$ cat config.mk
export PLATFORM = sky130hd
export DESIGN_NAME = csa_pipe
export DESIGN_NICKNAME = d
export VERILOG_FILES = /design/src/rtl/csa_pkg.sv /design/src/rtl/csa_seg.sv /design/src/rtl/csa_pipe.sv
export SDC_FILE = /design/constraint.sdc
export NUM_CORES = 1
export LEC_CHECK = 0
export BUFFER_PORTS_ARGS = -buffer_cell sky130_fd_sc_hd__buf_2
export CAP_MARGIN = 0
export CORE_UTILIZATION = 58
export CTS_CLUSTER_SIZE = 12
export DETAILED_ROUTE_END_ITERATION = 16
export PLACE_DENSITY = 0.8
export SLEW_MARGIN = 10
export SYNTH_ARGS = -nofsm -noshare
export SYNTH_HDL_FRONTEND = slang
export SYNTH_HIERARCHICAL = 1
export SYNTH_SLANG_ARGS = --single-unit
$ cat constraint.sdc
create_clock -name clock -period 4.7 [get_ports clock]
set_input_delay 0 -clock clock [delete_from_list [all_inputs] [get_ports clock]]
set_output_delay 0 -clock clock [all_outputs]
set_load 0.02 [all_outputs]
$ cat src/rtl/csa_pkg.sv
`default_nettype none
// ============================================================================
//  Module   : csa_pkg
//  Purpose  : Shared types, helpers and saturation constants for the
//             pipelined carry-select adder/subtractor (csa_pipe).
//             The saturation helpers are only used when CSA_PIPE_SAT_EN
//             is defined.
//  Revision : 1.0 - initial release
// ============================================================================
package csa_pkg;

  // Widest operand the saturation helpers can describe.
  localparam int CSA_MAX_W = 64;

  // Per-operation tags carried alongside the data through the pipeline.
  typedef struct packed {
    logic sub;
    logic sat;
    logic a_msb;
  } csa_tag_t;

  // Number of segments (and pipeline stages) for a given split.
  function automatic int csa_nseg(input int width, input int seg_w);
    return width / seg_w;
  endfunction

  // Largest positive two's-complement value of the given width: {0, 1...1}.
  function automatic logic [CSA_MAX_W-1:0] csa_max_pos(input int width);
    return (CSA_MAX_W'(1) << (width - 1)) - CSA_MAX_W'(1);
  endfunction

  // Most negative two's-complement value of the given width: {1, 0...0}.
  function automatic logic [CSA_MAX_W-1:0] csa_min_neg(input int width);
    return CSA_MAX_W'(1) << (width - 1);
  endfunction

endpackage
`default_nettype wire

$ cat src/rtl/csa_seg.sv
`default_nettype none
// ============================================================================
//  Module   : csa_seg
//  Purpose  : Combinational SEG_W-bit carry-select segment. Two ripple sums
//             (carry-in 0 and 1) are formed in parallel and the late carry
//             only drives the final select mux. Also reports the carry into
//             the segment MSB so the top segment can derive signed overflow.
//  Revision : 1.0 - initial release
// ============================================================================
module csa_seg #(
  parameter int SEG_W = 8
) (
  input  logic [SEG_W-1:0] a,
  input  logic [SEG_W-1:0] b,
  input  logic             cin,
  output logic [SEG_W-1:0] sum,
  output logic             co,
  output logic             cmsb
);

  logic [SEG_W-1:0] s0, s1;
  logic             c0, c1, m0, m1;

  // Dual ripple chains, one assuming carry-in 0, the other carry-in 1.
  always_comb begin
    s0 = '0;
    s1 = '0;
    c0 = 1'b0;
    c1 = 1'b1;
    m0 = 1'b0;
    m1 = 1'b0;
    for (int i = 0; i < SEG_W; i++) begin
      if (i == SEG_W - 1) begin
        m0 = c0;
        m1 = c1;
      end
      s0[i] = a[i] ^ b[i] ^ c0;
      s1[i] = a[i] ^ b[i] ^ c1;
      c0    = (a[i] & b[i]) | (c0 & (a[i] ^ b[i]));
      c1    = (a[i] & b[i]) | (c1 & (a[i] ^ b[i]));
    end
  end

  // Late-arriving carry picks one of the precomputed results.
  assign sum  = cin ? s1 : s0;
  assign co   = cin ? c1 : c0;
  assign cmsb = cin ? m1 : m0;

endmodule
`default_nettype wire

$ cat src/rtl/csa_pipe.sv
`default_nettype none
// ============================================================================
//  Module   : csa_pipe
//  Purpose  : Pipelined carry-select adder/subtractor. A WIDTH-bit operation
//             is split into NSEG = WIDTH/SEG_W segments, one resolved per
//             stage, under a global valid/ready stall.
//             Optional feature macro: CSA_PIPE_SAT_EN (adds the sat port and
//             signed saturation of the result on overflow).
//  Revision : 1.0 - initial release
// ============================================================================
module csa_pipe
  import csa_pkg::*;
#(
  parameter int WIDTH = 32,
  parameter int SEG_W = 8
) (
  input  logic             clock,
  input  logic             resetn,
  input  logic             in_valid,
  output logic             in_ready,
  input  logic [WIDTH-1:0] a,
  input  logic [WIDTH-1:0] b,
  input  logic             ci,
  input  logic             sub,
`ifdef CSA_PIPE_SAT_EN
  input  logic             sat,
`endif
  output logic             out_valid,
  input  logic             out_ready,
  output logic [WIDTH-1:0] out,
  output logic             co,
  output logic             ovf
);

  localparam int NSEG = csa_nseg(WIDTH, SEG_W);

  if ((WIDTH % SEG_W) != 0) begin : g_bad_width
    $error("csa_pipe: WIDTH (%0d) must be a multiple of SEG_W (%0d)", WIDTH, SEG_W);
  end

  logic             advance;
  logic [WIDTH-1:0] b_form;
  logic             cin_form;
  logic             ovf_d, ovf_q;

  // Subtraction is A + ~B + 1; the carry-in from the port only applies to add.
  always_comb begin
    b_form   = sub ? ~b : b;
    cin_form = sub ? 1'b1 : ci;
  end

  // Whole pipeline moves together; it may move whenever the output slot frees.
  assign advance  = ~out_valid | out_ready;
  assign in_ready = advance;

  for (genvar k = 0; k < NSEG; k++) begin : g_stage
    localparam int RES_W = (k + 1) * SEG_W;

    logic             take;
    logic [SEG_W-1:0] seg_a, seg_b, seg_sum;
    logic             seg_cin, seg_co, seg_cmsb;
    logic [RES_W-1:0] res_new, res_d, res_q;
    logic             valid_d, valid_q, c_d, c_q;
`ifdef CSA_PIPE_SAT_EN
    csa_tag_t         tag_new, tag_d, tag_q;
`endif

    // Stage 0 is fed from the formed operands; later stages from the
    // operand bits still waiting in the previous stage register.
    if (k == 0) begin : g_src
      assign take    = in_valid;
      assign seg_a   = a[SEG_W-1:0];
      assign seg_b   = b_form[SEG_W-1:0];
      assign seg_cin = cin_form;
      assign res_new = seg_sum;
`ifdef CSA_PIPE_SAT_EN
      assign tag_new = {sub, sat, a[WIDTH-1]};
`endif
    end else begin : g_src
      assign take    = g_stage[k-1].valid_q;
      assign seg_a   = g_stage[k-1].g_rem.rem_a_q[SEG_W-1:0];
      assign seg_b   = g_stage[k-1].g_rem.rem_b_q[SEG_W-1:0];
      assign seg_cin = g_stage[k-1].c_q;
      assign res_new = {seg_sum, g_stage[k-1].res_q};
`ifdef CSA_PIPE_SAT_EN
      assign tag_new = g_stage[k-1].tag_q;
`endif
    end

    csa_seg #(
      .SEG_W (SEG_W)
    ) u_seg (
      .a    (seg_a),
      .b    (seg_b),
      .cin  (seg_cin),
      .sum  (seg_sum),
      .co   (seg_co),
      .cmsb (seg_cmsb)
    );

    // Capture the resolved segment on advance; bubbles keep old data so the
    // output holds its last value while out_valid is low.
    always_comb begin
      valid_d = valid_q;
      res_d   = res_q;
      c_d     = c_q;
`ifdef CSA_PIPE_SAT_EN
      tag_d   = tag_q;
`endif
      if (advance) begin
        valid_d = take;
        if (take) begin
          res_d = res_new;
          c_d   = seg_co;
`ifdef CSA_PIPE_SAT_EN
          tag_d = tag_new;
`endif
        end
      end
    end

    // Stage register with synchronous active-low reset.
    always_ff @(posedge clock) begin
      if (!resetn) begin
        valid_q <= 1'b0;
        res_q   <= '0;
        c_q     <= 1'b0;
`ifdef CSA_PIPE_SAT_EN
        tag_q   <= '0;
`endif
      end else begin
        valid_q <= valid_d;
        res_q   <= res_d;
        c_q     <= c_d;
`ifdef CSA_PIPE_SAT_EN
        tag_q   <= tag_d;
`endif
      end
    end

    // Operand bits for the segments not yet resolved; the last stage has none.
    if (k < NSEG - 1) begin : g_rem
      localparam int REM_W = WIDTH - RES_W;
      logic [REM_W-1:0] rem_a_new, rem_b_new, rem_a_d, rem_b_d, rem_a_q, rem_b_q;

      if (k == 0) begin : g_from
        assign rem_a_new = a[WIDTH-1:SEG_W];
        assign rem_b_new = b_form[WIDTH-1:SEG_W];
      end else begin : g_from
        assign rem_a_new = g_stage[k-1].g_rem.rem_a_q[REM_W+SEG_W-1:SEG_W];
        assign rem_b_new = g_stage[k-1].g_rem.rem_b_q[REM_W+SEG_W-1:SEG_W];
      end

      // Pending operand bits move with the operation they belong to.
      always_comb begin
        rem_a_d = rem_a_q;
        rem_b_d = rem_b_q;
        if (advance && take) begin
          rem_a_d = rem_a_new;
          rem_b_d = rem_b_new;
        end
      end

      // Pending operand register.
      always_ff @(posedge clock) begin
        if (!resetn) begin
          rem_a_q <= '0;
          rem_b_q <= '0;
        end else begin
          rem_a_q <= rem_a_d;
          rem_b_q <= rem_b_d;
        end
      end
    end
  end

  // Signed overflow: carry into the MSB differs from carry out of the MSB.
  always_comb begin
    ovf_d = ovf_q;
    if (advance && g_stage[NSEG-1].take) begin
      ovf_d = g_stage[NSEG-1].seg_cmsb ^ g_stage[NSEG-1].seg_co;
    end
  end

  // Overflow flag register for the final stage.
  always_ff @(posedge clock) begin
    if (!resetn) begin
      ovf_q <= 1'b0;
    end else begin
      ovf_q <= ovf_d;
    end
  end

  assign out_valid = g_stage[NSEG-1].valid_q;
  assign co        = g_stage[NSEG-1].c_q;
  assign ovf       = ovf_q;

`ifdef CSA_PIPE_SAT_EN
  if (WIDTH > CSA_MAX_W) begin : g_bad_sat_width
    $error("csa_pipe: saturation supports WIDTH up to %0d", CSA_MAX_W);
  end

  localparam logic [CSA_MAX_W-1:0] MAX_POS_FULL = csa_max_pos(WIDTH);
  localparam logic [CSA_MAX_W-1:0] MIN_NEG_FULL = csa_min_neg(WIDTH);
  localparam logic [WIDTH-1:0]     MAX_POS      = MAX_POS_FULL[WIDTH-1:0];
  localparam logic [WIDTH-1:0]     MIN_NEG      = MIN_NEG_FULL[WIDTH-1:0];

  // Clamp toward the sign of A when a saturating op overflows; co/ovf stay raw.
  always_comb begin
    out = g_stage[NSEG-1].res_q;
    if (g_stage[NSEG-1].tag_q.sat && ovf_q) begin
      out = g_stage[NSEG-1].tag_q.a_msb ? MIN_NEG : MAX_POS;
    end
  end
`else
  assign out = g_stage[NSEG-1].res_q;
`endif

endmodule
`default_nettype wire

* Word level (Yosys, flattened, before mapping)
Index checks and enable logic that the tools add are counted.
Word-level totals: logic and storage cells 282, output and inout bits 36, register bits 185
Operators by class: reduce and logical (&&, ||, !) cells 8, muxes and demuxes 11, bitwise operators 244
Operators by type and width (count):
- $xor 1x1->1 | 89
- $and 1x1->1 | 88
- $or 1x1->1 | 61
- $mux 32 | 1
- $mux 8 | 4
- $not 32->32 | 1
- $reduce_and 2->1 | 4
- $mux 1 | 6
- $not 1->1 | 5
- $logic_and 1x1->1 | 4

* Depth between registers and ports, before layout
depth after elaboration 19, mapped depth 19, mapped depth without buffers 17

* By module
Netlist, hierarchy kept.
By module, submodules not included:
- csa_pipe | seq. area each 3703.6 um2, cells an instance 731, instances 1, area each 7120.6 um2
- csa_seg | seq. area each 0.0 um2, cells an instance 29, instances 4, area each 251.5 um2

* Worst setup path before layout
Ideal clock, no wire load.
kind input to register, start input port sub, end register g_stage[0].res_q[7], buffers on the path 2, library setup time 0.120 ns, path slack 1.209 ns, arrival 3.371 ns, stages 19, cell sequence buf_2 buf_2 xor2_1 inv_1 ha_1 inv_1 mux2i_1 fa_1 fa_1 fa_1 inv_1 fa_1 fa_1 inv_1 fa_1 inv_1 fa_1 nand2_1 mux2i_1
On the way: word-level cells in the longest chain between the ends 17
Ends and longest elaborated chain:
- start, declared | RTL line csa_pipe.sv:24 | input logic sub,
- $mux 32 * | RTL line csa_pipe.sv:48 | b_form = sub ? ~b : b;
- named net b_form[0] | RTL line csa_pipe.sv:42 | logic [WIDTH-1:0] b_form;
- $and 1x1->1 / $xor 1x1->1 (equally long branches) | RTL line csa_seg.sv:39, csa_seg.sv:40
- $or 1x1->1 | RTL line csa_seg.sv:40 | c1 = (a[i] & b[i]) | (c1 & (a[i] ^ b[i]));
- $and 1x1->1 | RTL line csa_seg.sv:40
- $or 1x1->1 | RTL line csa_seg.sv:40
- $and 1x1->1 | RTL line csa_seg.sv:40
- $or 1x1->1 | RTL line csa_seg.sv:40
- [... 3 more ...]
- $or 1x1->1 | RTL line csa_seg.sv:40
- $and 1x1->1 | RTL line csa_seg.sv:40
- $or 1x1->1 | RTL line csa_seg.sv:40
- $and 1x1->1 | RTL line csa_seg.sv:40
- $or 1x1->1 | RTL line csa_seg.sv:40
- $xor 1x1->1 | RTL line csa_seg.sv:38 | s1[i] = a[i] ^ b[i] ^ c1;
- $mux 8 * | RTL line csa_seg.sv:45 | assign sum = cin ? s1 : s0;
- named net g_stage[0].res_new[7] | RTL line csa_pipe.sv:62 | logic [RES_W-1:0] res_new, res_d, res_q;
- end signal, assigned | RTL line csa_pipe.sv:133 | res_q <= res_d;
- end, declared | RTL line csa_pipe.sv:62
The timed path passes the listed nets; every way through them passes the cells marked *. A chain may end at the register's enable or synchronous reset.

* Final worst setup path
start register g_stage[2].g_rem.rem_a_q[0], end register g_stage[3].res_q[31], in the netlist out[31]
On the way: word-level cells in the longest chain between the ends 16
Ends and longest elaborated chain:
- start, declared | RTL line csa_pipe.sv:144 | logic [REM_W-1:0] rem_a_new, rem_b_new, rem_a_d, rem_b_d, rem_a_q, rem_b_q;
- start signal, assigned | RTL line csa_pipe.sv:170 | rem_a_q <= rem_a_d;
- $and 1x1->1 / $xor 1x1->1 (equally long branches) | RTL line csa_seg.sv:39, csa_seg.sv:40
- $or 1x1->1 | RTL line csa_seg.sv:40
- $and 1x1->1 | RTL line csa_seg.sv:40
- $or 1x1->1 | RTL line csa_seg.sv:40
- $and 1x1->1 | RTL line csa_seg.sv:40
- $or 1x1->1 | RTL line csa_seg.sv:40
- $and 1x1->1 | RTL line csa_seg.sv:40
- $or 1x1->1 | RTL line csa_seg.sv:40
- $and 1x1->1 | RTL line csa_seg.sv:40
- $or 1x1->1 | RTL line csa_seg.sv:40
- $and 1x1->1 | RTL line csa_seg.sv:40
- $or 1x1->1 | RTL line csa_seg.sv:40
- $and 1x1->1 | RTL line csa_seg.sv:40
- $or 1x1->1 | RTL line csa_seg.sv:40
- $xor 1x1->1 | RTL line csa_seg.sv:38
- $mux 8 * | RTL line csa_seg.sv:45
- named net g_stage[3].seg_sum[7] | RTL line csa_pipe.sv:60 | logic [SEG_W-1:0] seg_a, seg_b, seg_sum;
- end signal, assigned | RTL line csa_pipe.sv:133
- end, declared | RTL line csa_pipe.sv:62
Marks and branches as above.

==> flow_metrics.tcl <==
set metrics [dict create \
    min_path_cells 5 \
    cts_sinks 185 \
    syn2layout_area_growth_pct 19.7 \
    grt_pass1_vias 5371 \
    maxSlewViolCount 0 \
    hold_path.class "in2reg" \
    setup_viol 0 \
    p_sw_mw 0.808 \
    comb_power_share_pct 10.3 \
    htree_num_levels 4 \
    dieWidth_um 120 \
    root_buffer "clkbuf_16" \
    cts_buffers 17 \
    synth_top_area_share_pct 45.6 \
    die-area_sq_um 14500 \
    globalRouteTotalUtil_pct 22.7 \
    synth_fp_nets 953 \
    p_per_area_nw_per_um2 351 \
    grt_pass1_wl_um 25900 \
    synth_area_per_cell_sq_um 9.59 \
    path_clk_slew_ns 0.07 \
    dp_slack_ns 1.04 \
    r2r-end "out[31]" \
    synth_warnings 6 \
    start_util_pct 60.4 \
    clock.fmax_mhz 286 \
    worst_pin_slew_ns 1.02 \
    core_sq_um 13500 \
    status "complete, no violations" \
    power_frac_clock_pct 41.1 \
    cp.arrival_ns 3.76 \
    ys_seq_area_share_pct 45.6 \
    critPathLaunchType "flop" \
    grt_max_degree 86 \
    cts_tree "done" \
    finalHoldViolCount 0 \
    grt_overflow 0 \
    ff2ff_setup_slack_ns 1.21 \
    fin_crit_ns 3.49 \
    synth.area.top_cells "dfxtp_1, mux2i_1, nand2_1" \
    ys_types 22 \
    r2r-start "g_stage[2].g_rem.rem_a_q[0]" \
    grt_antenna_before_repair 0 \
    seqPwrFrac_pct 48.5 \
    antenna_cells 0 \
    critPathCapture "out[31]" \
    routed_wirelength_um 15300 \
    yosysTopAreaCell "dfxtp_1" \
    grt_setup_unrepaired "false" \
    max_slew_margin_pct 31.4 \
    place.port_buffers 105 \
    drt-initial-drc-count 373 \
    layout-drive-gt1-share_pct 15.4 \
    final.setup.tns_ns 0 \
    drc 0 \
    ys_top_cells_by_count "nand2_1, dfxtp_1, mux2i_1" \
    p_sw_share_pct 23.7 \
    period_share_pct 74.3 \
    first_pass_iters 5 \
    die_y_um 120 \
    insertion_delay_ns 0.43 \
    startpoint "g_stage[2].g_rem.rem_a_q[0]" \
    internal-power_mw 2.60 \
    ant_nets 0 \
    synth-seq-cells 185 \
    crit_fanout 3 \
    synth-main-ff-cell "dfxtp_1" \
    instances_no_fill 1157 \
    netlist_area_sq_um 8130 \
    drt-vias-per-instance 4.97 \
    fillers 1027 \
    synth_edf_count 0 \
    num_io_pins 106 \
    cts.path.max_buffers 2 \
    postCtsSetupRepairBufs 0 \
    ff2ff_path_depth 16 \
    crit_type "reg2reg" \
    skew_ns 0.00500 \
    synth.most_common_cell "nand2_1" \
    routedWlPerCell_um 13.2 \
    finalPower_mw 3.41 \
    vias 5750 \
    p_leak_nw 4.75 \
    fp-row-count 42 \
    numPlacedInstances 1076 \
    required_ns 4.97 \
    fin_nets 1074 \
    vdd_drop_max_uv 241 \
    maxCapViolations 0 \
    synth-async-reset-ratio_pct 0 \
    dp_hpwl_um 10100 \
    gp_congestion 0.786 \
    synthCells 847 \
    setup_slack_ns 1.21 \
    end_kind "flop" \
]
per-stage QoR:
step | instance area (sq um) | hold WS, ns | utilization, %
6_report | 9730 | 0.00941 | 72.3
2_1_floorplan | 8130 | 0.142 | -
3_5_place_dp | 8650 | 0.257 | 64.3
3_3_place_gp | 8650 | 0.249 | 64.3
5_1_grt | 9730 | 0.0298 | 72.3
4_1_cts | 9730 | 0.00594 | 72.3
worst max-delay path: stages, from the launching register on:
cell and delay (ns):
dfxtp_1 0.35, inv_1 0.06, ha_1 0.20, inv_1 0.05, mux2i_1 0.07, fa_1 0.38, fa_1 0.40, fa_1 0.37
inv_1 0.07, fa_1 0.17, fa_1 0.16, inv_1 0.05, fa_1 0.36, inv_1 0.11, fa_1 0.41, nand2_1 0.07
mux2i_1 0.07
sequential cells by signal (all words and copies together) (netlist names):
| name | cells |
|---|---|
| co | 1 |
| g_stage.c_q | 3 |
| g_stage.g_rem.rem_a_q | 48 |
| g_stage.g_rem.rem_b_q | 48 |
| g_stage.res_q | 48 |
| g_stage.valid_q | 3 |
| out | 32 |
| out_valid | 1 |
| ovf | 1 |
cells in the final DEF, fill, tap and decap left out:
master,count
ha_1,8
clkinvlp_4,6
clkinv_2,1
clkbuf_1,3
a311oi_1,1
nand2_2,3
buf_4,6
nor2_1,2
nand2_1,236
or2_2,1
clkbuf_16,17
inv_1,73
buf_6,1
a211oi_1,20
a211oi_2,4
inv_6,1
clkbuf_8,2
bufinv_16,2
a21oi_1,28
xor2_1,12
nor2b_4,1
inv_2,1
xnor2_1,25
dlygate4sd3_1,49
mux2i_1,160
fa_1,28
dfxtp_1,185
and2_2,1
buf_2,104
what timing repair did:
item / CTS / global route
gates resized for setup: 0 / 0
hold buffers: 49 / 0
hold endpoints to repair: 52 / 0
layer usage:
layer	vias to the layer above	global-route usage, %	part of all wire, %
met5	-	0	0
met4	0	6.64	1.1
met3	15	5.38	4.6
met2	122	33.9	45
met1	2665	32.5	49
li1	2948	-	-
power groups by stage:
stage               sequential (mW)  combinational, mW  clock [mW]
floorplan                      1.68              0.239           0
global placement               1.69              0.312           0
detailed placement             1.69              0.320           0
CTS                            1.66              0.352        1.42
global route                   1.66              0.395        1.50
finish                         1.66              0.353        1.40
worst min path at each step:
| stage | to | start |
|---|---|---|
| 2_1_floorplan | g_stage[0].g_rem.rem_a_q[1] | a[9] |
| 3_3_place_gp | g_stage[0].g_rem.rem_a_q[10] | a[18] |
| 3_5_place_dp | g_stage[0].g_rem.rem_a_q[4] | a[12] |
| 4_1_cts | g_stage[0].res_q[0] | ci |
| 5_1_grt | g_stage[0].res_q[0] | ci |
| 6_report | g_stage[0].res_q[0] | ci |
logic make-up after synthesis:
kind of cell | after synthesis | synth area share (%)
xor+xnor | 37 | 3.99
fa+ha+maj | 36 | 8.13
mux | 160 | 19.7
simple gates | 244 | 11.5
buf+inv | 132 | 6.85
compound gates | 53 | 4.30
flops | 185 | 45.6
cell type report:
cell class	count	area [sq um]	share of cell area, %
multi-input cells	530	3870	39.8
clock buffers	22	464	4.77
flip-flops and latches	185	3700	38.1
repair buffers	160	1070	11.0
inverters	74	278	2.86
well taps	176	220	2.26
clock inverters	10	119	1.22
Note: power is estimated with default switching activity, not from simulation.
